**config.mk**
```make
export PLATFORM = sky130hd
export DESIGN_NAME = axis_skid_buf
export DESIGN_NICKNAME = d
export VERILOG_FILES = /design/src/rtl/axis_skid_buf.sv
export SDC_FILE = /design/constraint.sdc
export NUM_CORES = 1
export LEC_CHECK = 0
export CORE_MARGIN = 2
export CORE_UTILIZATION = 45
export DETAILED_ROUTE_END_ITERATION = 16
export GPL_TIMING_DRIVEN = 0
export HOLD_SLACK_MARGIN = 0.15
export PLACE_DENSITY = 0.76
export SLEW_MARGIN = 20
export SYNTH_ARGS = -nofsm -noshare
export SYNTH_HDL_FRONTEND = slang
export SYNTH_SLANG_ARGS = --single-unit
```
**constraint.sdc**
```tcl
create_clock -name aclk -period 3.6 [get_ports aclk]
set_clock_uncertainty 0.1 [all_clocks]
set_input_delay 0.9 -clock aclk [delete_from_list [all_inputs] [get_ports aclk]]
set_output_delay 0.9 -clock aclk [all_outputs]
set_load 0.005 [all_outputs]
```
**src/rtl/axis_skid_buf.sv**
```systemverilog
// Two-entry AXI-Stream register slice: output register plus skid register.
// Every output, including s_axis_tready, comes straight from a flop.
module axis_skid_buf #(
    parameter int DATA_WIDTH = 16
) (
    input  logic                  aclk,
    input  logic                  areset,
    input  logic [DATA_WIDTH-1:0] s_axis_tdata,
    input  logic                  s_axis_tvalid,
    input  logic                  s_axis_tlast,
    output logic                  s_axis_tready,
    output logic [DATA_WIDTH-1:0] m_axis_tdata,
    output logic                  m_axis_tvalid,
    output logic                  m_axis_tlast,
    input  logic                  m_axis_tready
);

    typedef enum logic [1:0] {
        EMPTY = 2'd0,
        ONE   = 2'd1,
        FULL  = 2'd2
    } state_t;

    state_t                state;
    logic                  out_valid;
    logic                  out_last;
    logic [DATA_WIDTH-1:0] out_data;
    logic                  skid_valid;
    logic                  skid_last;
    logic [DATA_WIDTH-1:0] skid_data;
    logic                  s_ready_r;
    logic                  accept;

    // s_ready_r is low only in FULL, so an accept can never arrive while the skid is occupied.
    assign accept = s_axis_tvalid && s_ready_r;

    always_ff @(posedge aclk) begin
        if (areset) begin
            state      <= EMPTY;
            out_valid  <= 1'b0;
            out_last   <= 1'b0;
            out_data   <= '0;
            skid_valid <= 1'b0;
            skid_last  <= 1'b0;
            skid_data  <= '0;
            s_ready_r  <= 1'b0;
        end else begin
            case (state)
                EMPTY: begin
                    s_ready_r <= 1'b1;
                    if (accept) begin
                        out_data  <= s_axis_tdata;
                        out_last  <= s_axis_tlast;
                        out_valid <= 1'b1;
                        state     <= ONE;
                    end
                end
                ONE: begin
                    if (accept && m_axis_tready) begin
                        out_data <= s_axis_tdata;
                        out_last <= s_axis_tlast;
                    end else if (accept) begin
                        // Output stalled: park the beat offered this cycle and close the input.
                        skid_data  <= s_axis_tdata;
                        skid_last  <= s_axis_tlast;
                        skid_valid <= 1'b1;
                        s_ready_r  <= 1'b0;
                        state      <= FULL;
                    end else if (m_axis_tready) begin
                        out_valid <= 1'b0;
                        state     <= EMPTY;
                    end
                end
                FULL: begin
                    if (m_axis_tready) begin
                        out_data   <= skid_data;
                        out_last   <= skid_last;
                        skid_valid <= 1'b0;
                        s_ready_r  <= 1'b1;
                        state      <= ONE;
                    end
                end
                default: begin
                    out_valid  <= 1'b0;
                    skid_valid <= 1'b0;
                    s_ready_r  <= 1'b0;
                    state      <= EMPTY;
                end
            endcase
        end
    end

    assign s_axis_tready = s_ready_r;
    assign m_axis_tdata  = out_data;
    assign m_axis_tvalid = out_valid;
    assign m_axis_tlast  = out_last;

endmodule

```
==> impl_summary.txt <==
----------------------------------------------------
[Detailed routing]
  DR WL/cell ... 14.1 um
  Count of nets left with antenna violations after detail routing ... 0
  Routed vias ... 1277
  First-pass detailed-route iteration total ... 4
  Total routed wirelength ... 3550 um
  Drt first-iter violations ... 27
  DRC violation count after routing ... 0
  Via density per instance ... 5.09

[Pwr]
  Cell area power density ... 412 nW/um2
  Peak supply drop ... 0.279 mV
  Leakage ... 0.870 nW

[Timing]
  Worst Hold Margin ... 396 ps
  Setup Total Neg Slack ... 0 ps
  Final worst setup slack ... 1240 ps
  Total setup violations reported at the end of the flow ... 0
  Number of max-slew violations in the final report ... 0
  Remaining max-slew budget at the tightest pin ... 56.3%
  Transition at the pin with the smallest max-transition slack ... 655 ps
  Minimum clock period after layout ... 2360 ps
  Count of endpoints failing hold in the final timing report ... 0
  Max Freq ... 0.424 GHz
  Final Cycle Share ... 65.4%
  Unrepaired setup endpoints after global routing ... false

[Finish]
  Filler cell count in the final layout ... 326
  Layout cells sized above 1 ... 15.8%
  Commonest cells after routing, fill and taps aside ... clkdlybuf4s50_1, dfxtp_1, mux2i_1, nor2_1, a211oi_2
  Area taken by flip-flops and latches ... 761 um2
  Area of combinational cells with multiple inputs ... 816 um2
  Antenna Diode Count ... 0
  Area growth, synth to finish ... 30.8%
  Final std cell area, no fill ... 2190 um2
  Net count of the finished layout ... 224

[Worst setup path]
  Endpoint arrival time on the critical path ... 2420 ps
  RR Startpoint ... state[0]$_SDFFE_PP0P_
  Worst setup path category ... primary input to flip-flop
  Crit start category ... primary input
  Reg-to-reg critical path endpoint ... skid_data[14]$_SDFFE_PP0P_
  Critical path origin ... s_axis_tvalid
  Critical path fanouts, max ... 10
  Worst reg-to-reg setup slack ... 1930 ps
  Required @ worst endpoint ... 3660 ps
  Worst Setup End Kind ... flip-flop
  Timing endpoint of the critical path ... skid_data[14]$_SDFFE_PP0P_
  Worst reg2reg path depth ... 6

[Logic synthesis]
  Share of the yosys chip area belonging to registers ... 45.3%
  Mapped Cells ... 158
  Number of distinct standard cells referenced by the synthesized netlist ... 24
  Avg Synthesized Cell Area ... 10.6 um2
  Cell area after synthesis ... 1680 um2
  Ys Warns ... 0
  Number of synthesized register bits ... 38
  Syn Nets ... 179

[Clock network]
  Number of buffers inserted by hold repair at cts ... 0
  TritonCTS clock tree ... built
  Clock latency of the later-clocked register in the worst-skew pair ... 290 ps
  Count of instances resized after the clock tree is built ... 0
  Number of buffers added by the clock tree synthesis step ... 5
  Clk buf depth ... 2
  Clock Sinks ... 38
  Worst-path clk slew ... 70 ps
  H-tree depth reported by CTS ... 2
  Number of setup buffers added after CTS ... 0
  Clock tree root buffer cell ... clkbuf_8

[Floorplanning]
  Height of the die ... 65.1 um
  Standard cell core area ... 3630 um2
  Site row count ... 22
  Overall die width ... 65.1 um
  Die area ... 4230 um2
  I/O pin count ... 40
  Starting utilization of the core area ... 46.2%

[Min path]
  Worst min-delay path class ... flip-flop to flip-flop

[Placement]
  Placed Area ... 2120 um2
  Buffers added on ports ... 38
  Setup slack at placement ... 949 ps
  DP Wirelength ... 2570 um
  Placer congestion estimate ... 0.711

[Flow run]
  Max-capacitance violation count ... 0

[Global routing]
  Total grt overflow ... 0
  Initial antenna violation count ... 0
  Vias in the first global route ... 1272
  Global-route wire length before repair ... 5940 um
  Maximum number of pins on one net before global-route repair ... 11
  Global routing usage summed across all routing layers ... 18.3%

[Status]
  Run status ... finished, final reports clean

----------------------------------------------------
synth_stat cells:
cell       instances  area, um2
buf_8              1       15.0
a211oi_1           4       30.0
a21oi_1            4       20.0
nand3b_1           1       7.51
buf_4              4       30.0
buf_6              3       33.8
inv_1              2       7.51
a31oi_1            1       6.26
nor4_2             1       12.5
dfxtp_1           38        761
o22ai_1            1       6.26
nand2b_2           1       8.76
nor2_1            34        128
a211oi_2          13        163
clkbuf_1           4       15.0
o221ai_4           1       26.3
mux2i_1           34        340
nor2_2             3       18.8
o21ai_0            1       5.00
nand4bb_1          1       11.3
a21o_1             1       7.51
nand3_1            2       10.0
nand2_1            2       7.51
o21a_1             1       7.51
layout make-up:
type	count	area share, %
buffer	12	4.28
clock buffer	7	3.48
inverter	2	0.342
multi-input combinational	106	37.2
sequential	38	34.7
tap	48	2.74
timing repair buffer	38	17.3
worst min-delay path by stage:
stage	to	depth (start not counted)	start	slack (ps)
final	skid_data[13]$_SDFFE_PP0P_	2	skid_data[13]$_SDFFE_PP0P_	400
after global routing	skid_data[11]$_SDFFE_PP0P_	2	skid_data[11]$_SDFFE_PP0P_	420
after CTS	skid_data[3]$_SDFFE_PP0P_	2	skid_data[3]$_SDFFE_PP0P_	400
after detailed placement	skid_data[11]$_SDFFE_PP0P_	2	skid_data[11]$_SDFFE_PP0P_	380
after global placement	skid_data[3]$_SDFFE_PP0P_	2	skid_data[3]$_SDFFE_PP0P_	370
after floorplan	skid_data[0]$_SDFFE_PP0P_	2	skid_data[0]$_SDFFE_PP0P_	360
registers in the layout, indices dropped and copies added (netlist names):
register and flops:
skid_last 1, skid_data 16, state 2, m_axis_tdata 16, s_axis_tready 1, m_axis_tvalid 1
m_axis_tlast 1
power by group:
group          internal [mW]  switching [mW]  total, mW
sequential             0.446          0.0157      0.462
clock                  0.133           0.135      0.268
combinational         0.0976          0.0753      0.173
total                  0.677           0.226      0.903
metal layers:
metal	routed length [um]	share of wire [%]	global-route usage [%]	vias to the layer above
met1	1590	45	21.5	591
met3	215	6.1	5.03	3
li1	-	-	-	640
met4	32	0.90	3.13	0
met2	1710	48	33.5	43
met5	0	0	0	-
metrics by stage:
step	power [mW]	util, %	std cells
floorplan	0.559	-	158
global placement	0.640	58.3	244
detailed placement	0.646	58.3	244
CTS	0.914	60.4	251
global route	0.951	60.4	251
finish	0.903	60.4	251
cells by family after synthesis:
kind of cell    count (synthesis)  synth area share, %
simple gates                   45                 12.2
flops                          38                 45.3
mux                            34                 20.3
compound gates                 27                 16.2
buf+inv                        14                 6.04
worst max-delay path, stage by stage:
cell	delay, ps
clkdlybuf4s50_1	540
nand2_1	140
nor4_2	150
buf_4	240
buf_8	180
mux2i_1	210
nor2_1	50
Power figures use the tool's default switching activity.
